<file path="config.mk">
export PLATFORM = sky130hd
export DESIGN_NAME = pwm_gen
export DESIGN_NICKNAME = d
export VERILOG_FILES = /design/src/rtl/pwm_gen_pkg.sv /design/src/rtl/pwm_gen_wrap_detect.sv /design/src/rtl/pwm_gen.sv
export SDC_FILE = /design/constraint.sdc
export NUM_CORES = 1
export LEC_CHECK = 0
export BUFFER_PORTS_ARGS = -buffer_cell sky130_fd_sc_hd__buf_4
export CORE_MARGIN = 3
export CORE_UTILIZATION = 50
export CTS_BUF_LIST = sky130_fd_sc_hd__clkbuf_2 sky130_fd_sc_hd__clkbuf_4 sky130_fd_sc_hd__clkbuf_8
export DETAILED_ROUTE_END_ITERATION = 16
export PLACE_DENSITY = 0.73
export RECOVER_POWER = 25
export SYNTH_ARGS = -nofsm -noshare
export SYNTH_HDL_FRONTEND = slang
export SYNTH_SLANG_ARGS = --single-unit
</file>
<file path="constraint.sdc">
create_clock -name clk -period 6.5 [get_ports clk]
set_input_delay 1.625 -clock clk [delete_from_list [all_inputs] [get_ports clk]]
set_output_delay 1.625 -clock clk [all_outputs]
set_load 0.05 [all_outputs]
</file>
<file path="src/rtl/pwm_gen_pkg.sv">
// Shared definitions for the PWM generator: default count width and FSM encoding.
package pwm_gen_pkg;

    // Default bit width of the upstream free-running count.
    localparam int DEFAULT_WIDTH = 4;

    // Output-stage state machine encoding.
    typedef enum logic [1:0] {
        ST_IDLE = 2'd0,
        ST_SYNC = 2'd1,
        ST_RUN  = 2'd2
    } pwm_state_t;

endpackage

</file>
<file path="src/rtl/pwm_gen_wrap_detect.sv">
// Wrap detector: remembers last cycle's count and flags a wrap whenever the
// count goes down. A stalled or increasing count is never a wrap.
// The raw (combinational) wrap feeds the parent's update logic; the
// registered pulse is the externally visible period_start.
module wrap_detect
    import pwm_gen_pkg::*;
#(
    parameter int WIDTH = DEFAULT_WIDTH
) (
    input  logic             clk,
    input  logic             rst,
    input  logic [WIDTH-1:0] count,
    output logic             wrap,
    output logic             period_start
);

    logic [WIDTH-1:0] prev_count_r;
    logic             period_start_r;
    logic             wrap_s;

    // A strict unsigned decrease of the count marks the start of a new period.
    always_comb begin
        wrap_s = 1'b0;
        if (count < prev_count_r) begin
            wrap_s = 1'b1;
        end else begin
            wrap_s = 1'b0;
        end
    end

    // Track previous count and emit a one-cycle pulse after each wrap.
    always_ff @(posedge clk or negedge rst) begin
        if (!rst) begin
            prev_count_r   <= {WIDTH{1'b0}};
            period_start_r <= 1'b0;
        end else begin
            prev_count_r   <= count;
            period_start_r <= wrap_s;
        end
    end

    assign wrap         = wrap_s;
    assign period_start = period_start_r;

endmodule

</file>
<file path="src/rtl/pwm_gen.sv">
// PWM generator driven by an external free-running counter.
// A duty request is captured into a shadow (pending) register and only takes
// effect at the next count wrap, so each period is generated with one
// consistent duty value. The output stage waits for a wrap after enable so
// the first driven period is always a complete one.
module pwm_gen
    import pwm_gen_pkg::*;
#(
    parameter int WIDTH = DEFAULT_WIDTH
) (
    input  logic             clk,
    input  logic             rst,
    input  logic [WIDTH-1:0] count,
    input  logic             en,
    input  logic [WIDTH:0]   duty,
    input  logic             duty_valid,
    output logic             duty_ready,
    output logic             pwm,
    output logic             period_start,
    output logic             pending
);

    // Full-scale duty: high for every tick of the period.
    localparam logic [WIDTH:0] DUTY_MAX = {1'b1, {WIDTH{1'b0}}};

    // Limit a requested duty to full scale.
    function automatic logic [WIDTH:0] clamp_duty(input logic [WIDTH:0] d);
        logic [WIDTH:0] r;
        if (d > DUTY_MAX) begin
            r = DUTY_MAX;
        end else begin
            r = d;
        end
        return r;
    endfunction

    pwm_state_t     state_r;
    logic [WIDTH:0] active_r;
    logic [WIDTH:0] pending_duty_r;
    logic           pending_valid_r;
    logic           pwm_r;

    logic           wrap_s;
    logic           period_start_s;
    logic           capture_s;
    logic           load_s;
    logic [WIDTH:0] duty_clamped_s;
    logic [WIDTH:0] active_eff_s;
    logic           cmp_s;

    wrap_detect #(
        .WIDTH        (WIDTH)
    ) u_wrap_detect (
        .clk          (clk),
        .rst          (rst),
        .count        (count),
        .wrap         (wrap_s),
        .period_start (period_start_s)
    );

    // Handshake, shadow-to-active transfer and the compare for this cycle.
    // On a wrap with a pending value, the new duty already governs the
    // count value that starts the new period.
    always_comb begin
        capture_s      = 1'b0;
        load_s         = 1'b0;
        active_eff_s   = active_r;
        cmp_s          = 1'b0;
        duty_clamped_s = clamp_duty(duty);

        if (duty_valid && !pending_valid_r) begin
            capture_s = 1'b1;
        end else begin
            capture_s = 1'b0;
        end

        if (wrap_s && pending_valid_r) begin
            load_s       = 1'b1;
            active_eff_s = pending_duty_r;
        end else begin
            load_s       = 1'b0;
            active_eff_s = active_r;
        end

        if ({1'b0, count} < active_eff_s) begin
            cmp_s = 1'b1;
        end else begin
            cmp_s = 1'b0;
        end
    end

    // Duty storage: a wrap promotes pending to active; otherwise an accepted
    // request fills the shadow. Both cannot happen in one cycle because a
    // request is only accepted while the shadow is empty.
    always_ff @(posedge clk or negedge rst) begin
        if (!rst) begin
            active_r        <= {(WIDTH+1){1'b0}};
            pending_duty_r  <= {(WIDTH+1){1'b0}};
            pending_valid_r <= 1'b0;
        end else if (load_s) begin
            active_r        <= pending_duty_r;
            pending_valid_r <= 1'b0;
        end else if (capture_s) begin
            pending_duty_r  <= duty_clamped_s;
            pending_valid_r <= 1'b1;
        end else begin
            active_r        <= active_r;
            pending_duty_r  <= pending_duty_r;
            pending_valid_r <= pending_valid_r;
        end
    end

    // Output FSM: idle until enabled, sync to the next wrap, then drive the
    // registered compare. Dropping enable returns to idle from any state.
    always_ff @(posedge clk or negedge rst) begin
        if (!rst) begin
            state_r <= ST_IDLE;
            pwm_r   <= 1'b0;
        end else begin
            case (state_r)
                ST_IDLE: begin
                    pwm_r <= 1'b0;
                    if (en) begin
                        state_r <= ST_SYNC;
                    end else begin
                        state_r <= ST_IDLE;
                    end
                end
                ST_SYNC: begin
                    if (!en) begin
                        state_r <= ST_IDLE;
                        pwm_r   <= 1'b0;
                    end else if (wrap_s) begin
                        state_r <= ST_RUN;
                        pwm_r   <= cmp_s;
                    end else begin
                        state_r <= ST_SYNC;
                        pwm_r   <= 1'b0;
                    end
                end
                ST_RUN: begin
                    if (!en) begin
                        state_r <= ST_IDLE;
                        pwm_r   <= 1'b0;
                    end else begin
                        state_r <= ST_RUN;
                        pwm_r   <= cmp_s;
                    end
                end
                default: begin
                    state_r <= ST_IDLE;
                    pwm_r   <= 1'b0;
                end
            endcase
        end
    end

    assign duty_ready   = ~pending_valid_r;
    assign pending      = pending_valid_r;
    assign pwm          = pwm_r;
    assign period_start = period_start_s;

endmodule

</file>
======== Word-level counts from Yosys, hierarchy flattened ========
Index checks and enable logic that the tools add are counted.
operators by class
  $lt $le $gt $ge ......................... 3
  equality and inequality tests ........... 2
  mux-type cells .......................... 17
  bitwise gates (word level) .............. 2
  reduce and logical (&&, ||, !) cells .... 6
operator list
  operator                                              count
  two-way mux 1 bit                                     10
  two-way mux 5 bit                                     2
  two-way mux 2 bit                                     3
  case mux 2 bit (3 select lines)                       1
  greater-than comparator 5 bit, second input constant  1
  less-than comparator 4 x 5 -> 1 bit                   1
  less-than comparator 4 bit                            1
  == test 2 x 1 -> 1 bit, second input constant         1
  == test 2 bit, second input constant                  1
  logical AND 1 bit                                     2
  logical NOT 2 bit                                     1
  inverter 1 bit                                        2
  case mux 1 bit (2 select lines)                       1
  AND reduction 2 bit                                   1
  nonzero test 2 bit                                    1
  logical NOT 1 bit                                     1
word-level totals
  register bits after elaboration ......... 19
  bits of input ports ..................... 13
  output and inout bits ................... 4
  word-level logic and storage cells ...... 37

======== Longest topological paths before layout ========
Gate-level depths: netlist of run 1.
  depth in word-level cells ............... 9
  depth in mapped cells ................... 11
  depth with buffers taken out ............ 11

======== Cells and area by module ========
From an unflattened synthesis of run 1, not the netlist that was laid out.
second synthesis, totals
  cells, all modules ...................... 82
  area total of the unflattened synthesis .. 934.6 um^2
modules (own cells, without submodules)
  module       instances  cells an instance  area an instance (um^2)  seq. area each (um^2)
  pwm_gen      1          66                 724.4                    350.3
  wrap_detect  1          16                 210.2                    125.1

======== Worst setup path after synthesis of run 1 ========
Ideal clock, no wire load.
  path kind ............................... in2reg
  start ................................... input count[3]
  end ..................................... register pwm_r (netlist: pwm)
  library setup time ...................... 0.075 ns
  arrival time ............................ 3.763 ns
  required time ........................... 6.425 ns
  path slack .............................. 2.662 ns
  cell stages on the path ................. 10
  buffers on the path ..................... 0
  cell sequence ........................... ha_1 o211ai_2 o211ai_4 mux2_2 inv_1 ha_1 a211oi_1 a221oi_1 mux2_4 o2bb2ai_2
on the way
  word-level cells in the longest chain between the ends .. 9
  elaborated cells on any way between the ends .. 10
  those cells by class .................... order compare: 2; mux: 7; reduce/logical: 1
RTL lines
  what                                 line                       RTL
  start, declared                      pwm_gen.sv:13              input logic [WIDTH-1:0] count,
  less-than comparator 4 bit           pwm_gen_wrap_detect.sv:24  if (count < prev_count_r) begin
  two-way mux 1 bit                    pwm_gen_wrap_detect.sv:24
  logical AND 1 bit                    pwm_gen.sv:77              if (wrap_s && pending_valid_r) begin
  two-way mux 5 bit                    pwm_gen.sv:77
  less-than comparator 4 x 5 -> 1 bit  pwm_gen.sv:85              if ({1'b0, count} < active_eff_s) begin
  two-way mux 1 bit                    pwm_gen.sv:85
  two-way mux 1 bit                    pwm_gen.sv:133             end else if (wrap_s) begin
  two-way mux 1 bit                    pwm_gen.sv:130             if (!en) begin
  case mux 1 bit (2 select lines) (*)  pwm_gen.sv:120             case (state_r)
  end signal, assigned                 pwm_gen.sv:135             pwm_r <= cmp_s;
  end signal, assigned                 pwm_gen.sv:147             pwm_r <= cmp_s;
  end, declared                        pwm_gen.sv:41              logic pwm_r;
Every way passes the cells marked *; elsewhere a longest branch is shown, timed or not.
A chain may end at the register's enable or synchronous reset.

======== Worst setup path in the final report of run 1 ========
Same ends and word-level chain as after synthesis.

==> run_results.csv, run 1 <==
group,metric,value,unit
cts,cts_sinks,19,
place,port_buffers,16,
power_and_ir_drop,cellPowerDensity,321,mW/mm2
synthesis,synth.cell_area,953,um2
cts,cts_made_buffers,3,
routing,post_drt_via_cell_ratio,5.09,
timing,worst_pin_slew,0.990,ns
routing,wl_met3,94,um
setup_path,end_kind,"flop",
cts,clockBufferDepth,2,
synthesis,synth_xor_area_frac,0,
timing,fin_crit_sh,0.594,
timing,hold_viol,0,
floorplanning,die_w,49.7,um
place,gp_congestion,0.694,
synthesis,synth_top_area_frac,0.499,
global_routing,grt_pass1_wl,2.86,mm
cts,worstSkewPairLatency,0.30,ns
synthesis,synthSimpleGateAreaFrac,0.0814,
global_routing,grt_pass1_vias,680,
synthesis,avgSynthCellArea,11.6,um2
cts,post_cts_buffers,0,
setup_path,critPathMaxFanout,7,
routing,drt_wl_total,1.60,mm
floorplanning,core-area,0.00176,mm2
finish,fillers,175,
finish,drive_above_1_share,0.304,
cts,cts.repair.resized,0,
timing,fmax,259,MHz
synthesis,synth_nets,105,
floorplanning,pin_count,17,
routing,wl_met2,794,um
floorplanning,die_y,49.7,um
routing,drc,0,
setup_path,cp.arrival,4.10,ns
global_routing,overflow,0,
routing,dr.pass1.iters,3,
setup_path,r2r_setup_slack,3.72,ns
synthesis,ys_warn_count,0,
routing,m1WireLength,662,um
synthesis,synth_compound_area_frac,0.147,
cts,htreeDepth,1,
power_and_ir_drop,vdd_drop_max,0.190,mV
place,place_hpwl,1.33,mm
synthesis,synth_cells,82,
cts,clkTransAtPathRegs,0.11,ns
routing,wl_per_cell,12.6,um
setup_path,required,6.74,ns
synthesis,synth_cell_type_count,18,
status,status,"completed",
cts,cts_hold_buf,0,
place,dp_slack,2.29,ns
setup_path,cp-start-kind,"input pin",
setup_path,critPathKind,"in -> reg",
cts,tritoncts,"yes",
timing,finalSetupTns,0,ns
floorplanning,die-area,0.00247,mm2
job,cap_viol_max_count,0,
synthesis,synthTopCellsByArea,"dfrtp_1 50%, ha_1 13%, mux2_2 5.9%, inv_1 5.1%, o21ai_0 3.7%",
power_and_ir_drop,total_power,362,uW
timing,fin_skew,0.00832,ns
global_routing,grt_usage,0.155,
global_routing,grt_max_degree,20,
cts,clock-root-buffer,"clkbuf_4",
synthesis,synth_top_family_by_area,"compound AO/OA/AOI/OAI gates",
synthesis,synth_fa_ha_area_frac,0.131,
timing,fin_crit,3.86,ns
floorplanning,start_util,0.540,
synthesis,muxShareOfSynthArea,0.0906,
timing,maxSlewViolCount,0,
floorplanning,num_rows,15,
timing,rsz0062_at_grt,"false",
routing,routed.top_layer,"met4",
finish,antenna_cells,0,
synthesis,synth_top_area_cell,"dfrtp_1",
routing,vias,647,
timing,setup_violations,0,
power_and_ir_drop,p_leak,0.560,nW
hold_path,hold_class,"reg -> reg",
global_routing,antenna_found_initial,0,
timing,layout_setup_ws,2.64,ns
routing,drt_iter0_markers,2,
finish,syn2layout_area_growth,18.4,%
synthesis,ys_seq_area_frac,0.499,
synthesis,ys_seq_elements,19,
finish,fin_nets,126,
timing,slew_headroom,0.340,
routing,ant_nets,0,
timing,fin_worst_hold_slack,0.490,ns
[state kept, by name (all words and copies together) (netlist names)]
register                    flops
u_wrap_detect.prev_count_r      4
active_r                        5
u_wrap_detect.period_start      1
pending                         1
pwm                             1
pending_duty_r                  5
state_r                         2
[layer usage]
| metal | up-vias | GRT usage |
|---|---|---|
| met5 | - | 0 |
| met4 | 0 | 0.0737 |
| met3 | 6 | 0.0514 |
| met2 | 17 | 0.251 |
| met1 | 309 | 0.185 |
| li1 | 315 | - |
[worst max-delay path, stage by stage]
cell,delay (ns)
buf_4,0.12
ha_1,0.32
o211ai_2,0.12
o211ai_4,0.33
mux2_2,0.39
inv_1,0.05
ha_1,0.23
a211oi_1,0.35
a221oi_1,0.15
mux2_4,0.29
o2bb2ai_2,0.12
[path summary, 6_finish.rpt]
| check | start | depth (start not counted) | end |
|---|---|---|---|
| setup reg to reg | u_wrap_detect.prev_count_r[3] | 11 | pwm |
| setup / recovery | count[3] | 11 | pwm |
| min in group asynchronous | rst | 1 | u_wrap_detect.period_start |
| max in group asynchronous | rst | 1 | active_r[1] |
| hold reg to reg | pending_duty_r[1] | 2 | pending_duty_r[1] |
| hold / removal | pending_duty_r[1] | 2 | pending_duty_r[1] |
[cells by family after synthesis]
kind of cell	count (synthesis)
AO/OA/AOI/OAI	18
buffers and inverters	13
multiplexers	7
AND/OR/NAND/NOR	15
adder cells (fa/ha/maj)	10
flip-flops	19
[report_power, final]
group          total, mW  internal [mW]  switching (mW)  leakage (nW)
sequential         0.165          0.149          0.0160         0.237
combinational      0.138         0.0624          0.0758         0.305
clock             0.0593         0.0229          0.0363        0.0177
[synthesized netlist by cell type]
master / count
o21ai_0: 7
mux2_4: 2
o2bb2ai_2: 1
a21oi_2: 1
dfrtp_1: 19
nor2_1: 3
a21oi_1: 3
a211oi_1: 1
nand2_1: 6
o211ai_2: 1
a221oi_1: 2
nor3b_2: 1
mux2_2: 5
o211ai_4: 1
o21a_1: 1
nand2b_1: 5
inv_1: 13
ha_1: 10
[cell type report]
| class | instances | area, um2 | share of cell area |
|---|---|---|---|
| clock buffers | 3 | 22.5 | 0.0200 |
| clock inverters | 1 | 5.00 | 0.00443 |
| inverters | 13 | 48.8 | 0.0432 |
| multi-input cells | 50 | 429 | 0.380 |
| flip-flops and latches | 19 | 475 | 0.421 |
| well taps | 25 | 31.3 | 0.0277 |
| repair buffers | 16 | 116 | 0.103 |
[stage by stage]
| stage | area, um2 | std cells | utilization |
|---|---|---|---|
| floorplan | 953 | 82 | - |
| global placement | 1100 | 123 | 0.626 |
| detailed placement | 1100 | 123 | 0.626 |
| CTS | 1130 | 127 | 0.642 |
| global route | 1130 | 127 | 0.640 |
| finish | 1130 | 127 | 0.640 |
[layout by cell type, fill, tap and decap left out, drive strengths merged, types with 2 or more instances in the layout]
cell     n
clkbuf   4
o211ai   2
a21oi    4
mux2     7
nor2     3
buf     15
a221oi   2
inv     13
o21ai    7
dfrtp   19
nand2b   5
nand2    6
ha      10
Power figures use the tool's default switching activity.
==> run 2: changes to the inputs <==
--- a/config.mk
+++ b/config.mk
@@ -5,12 +5,13 @@
 export SDC_FILE = /design/constraint.sdc
 export NUM_CORES = 1
 export LEC_CHECK = 0
+export ABC_AREA = 1
 export BUFFER_PORTS_ARGS = -buffer_cell sky130_fd_sc_hd__buf_4
 export CORE_MARGIN = 3
 export CORE_UTILIZATION = 50
 export CTS_BUF_LIST = sky130_fd_sc_hd__clkbuf_2 sky130_fd_sc_hd__clkbuf_4 sky130_fd_sc_hd__clkbuf_8
 export DETAILED_ROUTE_END_ITERATION = 16
-export PLACE_DENSITY = 0.73
+export PLACE_DENSITY = 0.75
 export RECOVER_POWER = 25
 export SYNTH_ARGS = -nofsm -noshare
 export SYNTH_HDL_FRONTEND = slang
==> constraint.sdc (replaced) <==
create_clock -name clk -period 3.38 [get_ports clk]
set_input_delay 0.845 -clock clk [delete_from_list [all_inputs] [get_ports clk]]
set_output_delay 0.845 -clock clk [all_outputs]
set_load 0.05 [all_outputs]
==> run 2 against run 1 <==
- non-clock buffer count did not move
- sequential share of layout area is 0.37 points lower
- setup slack got worse by 1.7 ns
- critical path type unchanged
==> run_results.csv, run 2 <==
group,metric,value,unit
setup_path,required,3.61,ns
status,status,"completed",
power_and_ir_drop,vdd_drop_max,0.492,mV
finish,fillers,156,
synthesis,synth_common_cells,"19 x dfrtp_1, 18 x inv_1, 15 x nand2_1, 10 x ha_1, 7 x nor2_1",
finish,regArea,475,um2
finish,multi_input_area,405,um2
routing,drt_iter0_markers,7,
setup_path,cp.arrival,2.65,ns
power_and_ir_drop,seq_power_share,0.455,
routing,drt_wl_total,1.68,mm
place,place_hpwl,1.34,mm
floorplanning,num_rows,15,
cts,post_cts_buffers,0,
finish,layout_commonest_cell,"dfrtp_1",
finish,layout_common_cells,"19 x dfrtp_1, 18 x inv_1, 15 x nand2_1, 15 x buf_4, 10 x ha_1",
floorplanning,start_util,0.545,
setup_path,cp-start-kind,"input pin",
job,cap_viol_max_count,0,
finish,final_area,0.00114,mm2
cts,tritoncts,"yes",
synthesis,ys_seq_area_frac,0.495,
cts,clockBufferDepth,2,
power_and_ir_drop,p_clk_frac,0.165,
power_and_ir_drop,total_power,704,uW
synthesis,synth_nets,124,
cts,cts_made_buffers,3,
timing,maxSlewViolCount,0,
setup_path,critPathMaxFanout,6,
synthesis,ys_warn_count,0,
routing,dr.pass1.iters,4,
synthesis,synth_cells,101,
global_routing,grt_max_degree,20,
power_and_ir_drop,p_leak,0.607,nW
power_and_ir_drop,internal_power,441,uW
cts,clkTransAtPathRegs,0.10,ns
finish,largestRegisters,"active_r: 5 flops, pending_duty_r: 5 flops, u_wrap_detect.prev_count_r: 4 flops",
floorplanning,pin_count,17,
synthesis,synthTopCellsByArea,"dfrtp_1 49%, ha_1 13%, inv_1 7.0%, nand2_1 5.9%, nand2_2 3.3%",
synthesis,synth.most_common_cell,"dfrtp_1",
routing,drc,0,
setup_path,end_kind,"flop",
global_routing,antenna_found_initial,0,
cts,cts_hold_buf,0,
cts,htreeDepth,1,
power_and_ir_drop,swShare,0.374,
place,port_buffers,16,
timing,rsz0062_at_grt,"false",
synthesis,synth_top_area_cell,"dfrtp_1",
global_routing,overflow,0,
floorplanning,core-area,0.00176,mm2
timing,hold_viol,0,
timing,finalSetupTns,0,ns
routing,post_drt_via_cell_ratio,4.84,
global_routing,grt_usage,0.158,
timing,slew_headroom,0.347,
setup_path,critPathKind,"in -> reg",
routing,ant_nets,0,
place,gp_congestion,0.728,
timing,fin_worst_hold_slack,0.502,ns
cts,cts.repair.resized,0,
synthesis,ys_seq_elements,19,
place,dp_slack,0.658,ns
power_and_ir_drop,switchingPower,263,uW
global_routing,grt_pass1_wl,2.88,mm
synthesis,synth_cell_type_count,21,
power_and_ir_drop,cellPowerDensity,618,mW/mm2
synthesis,synth_edf_count,0,
cts,cts_sinks,19,
synthesis,synth_top_area_frac,0.495,
global_routing,grt_pass1_vias,717,
synthesis,synth.cell_area,961,um2
cts,worstSkewPairLatency,0.29,ns
synthesis,avgSynthCellArea,9.51,um2
floorplanning,die_y,49.8,um
finish,antenna_cells,0,
timing,worst_pin_slew,0.979,ns
place,post_dp_cell_area,0.00111,mm2
floorplanning,die-area,0.00248,mm2
timing,fin_crit_sh,0.716,
timing,fmax,413,MHz
power_and_ir_drop,p_comb_frac,0.380,
timing,layout_setup_ws,0.961,ns
synthesis,synthArstFlopShare,1.00,
synthesis,synth-main-ff-cell,"dfrtp_1",
finish,fin_nets,145,
timing,fin_skew,0.00408,ns
cts,clock-root-buffer,"clkbuf_4",
hold_path,hold_class,"reg -> reg",
routing,vias,706,
timing,fin_crit,2.42,ns
floorplanning,die_w,49.8,um
timing,setup_violations,0,
finish,syn2layout_area_growth,18.5,%
routing,wl_per_cell,11.5,um
finish,drive_above_1_share,0.256,
run 2: changes by cell type in the layout (fill, tap and decap cells not counted), sizes merged, moves of 2 or more:
cell    before  now
inv         13   20
a221oi       2    0
mux2         7    0
nor2         3    8
nand3        0    5
nand2b       5    0
nand2        6   21
run 2: path summary, 6_finish.rpt:
kind	start	endpoint	slack [ns]	cells past startpoint
max	count[3]	pwm	0.96	15
min reg2reg	active_r[3]	active_r[3]	0.50	2
max reg2reg	u_wrap_detect.prev_count_r[3]	pwm	1.29	15
max in group asynchronous	rst	pending_duty_r[4]	2.10	1
min in group asynchronous	rst	pending_duty_r[2]	0.69	1
min	active_r[3]	active_r[3]	0.50	2
run 2: power groups by stage:
stage	Clock, mW	Sequential, mW	Combinational (mW)
floorplan	0	0.342	0.171
finish	0.116	0.320	0.268
global route	0.137	0.325	0.301
CTS	0.122	0.320	0.272
detailed placement	0	0.324	0.268
global placement	0	0.322	0.255
run 2: routing by layer:
layer  wire, um  share of wire  up-vias  global-route usage
li1           -              -      360                   -
met1        741           0.44      324               0.178
met2        841           0.50       20               0.273
met3         79          0.047        2              0.0423
met4         14         0.0083        0              0.0783
met5          0              0        -                   0
run 2: stage by stage:
| stage | util | cells |
|---|---|---|
| 3_5_place_dp | 0.630 | 142 |
| 2_1_floorplan | - | 101 |
| 5_1_grt | 0.645 | 146 |
| 6_report | 0.645 | 146 |
| 3_3_place_gp | 0.630 | 142 |
| 4_1_cts | 0.648 | 146 |
run 2: kinds of logic (layout without fill, tap and decap cells):
| group | Yosys count | after routing | share of synthesized area |
|---|---|---|---|
| AND/OR/NAND/NOR | 36 | 36 | 0.190 |
| AO/OA/AOI/OAI | 15 | 15 | 0.102 |
| adder cells (fa/ha/maj) | 10 | 10 | 0.130 |
| flip-flops | 19 | 19 | 0.495 |
| buffers and inverters | 21 | 41 | 0.0833 |
run 2: final cells by class:
class / instances / area share
Sequential cell: 19 / 0.418
Inverter: 21 / 0.0703
Multi-Input combinational cell: 61 / 0.356
Clock buffer: 4 / 0.0264
Timing Repair Buffer: 16 / 0.102
Tap cell: 25 / 0.0275
run 2: worst max-delay path: stages:
cell and delay [ns]:
buf_4 0.12, ha_1 0.34, nand2_1 0.11, clkinv_2 0.07
nand2_4 0.09, nand3_4 0.10, inv_2 0.12, nand2_1 0.06
o21ai_1 0.10, ha_1 0.27, a21oi_1 0.16, nor2_1 0.06
nor2_1 0.08, nand2_1 0.06, nor2_2 0.07
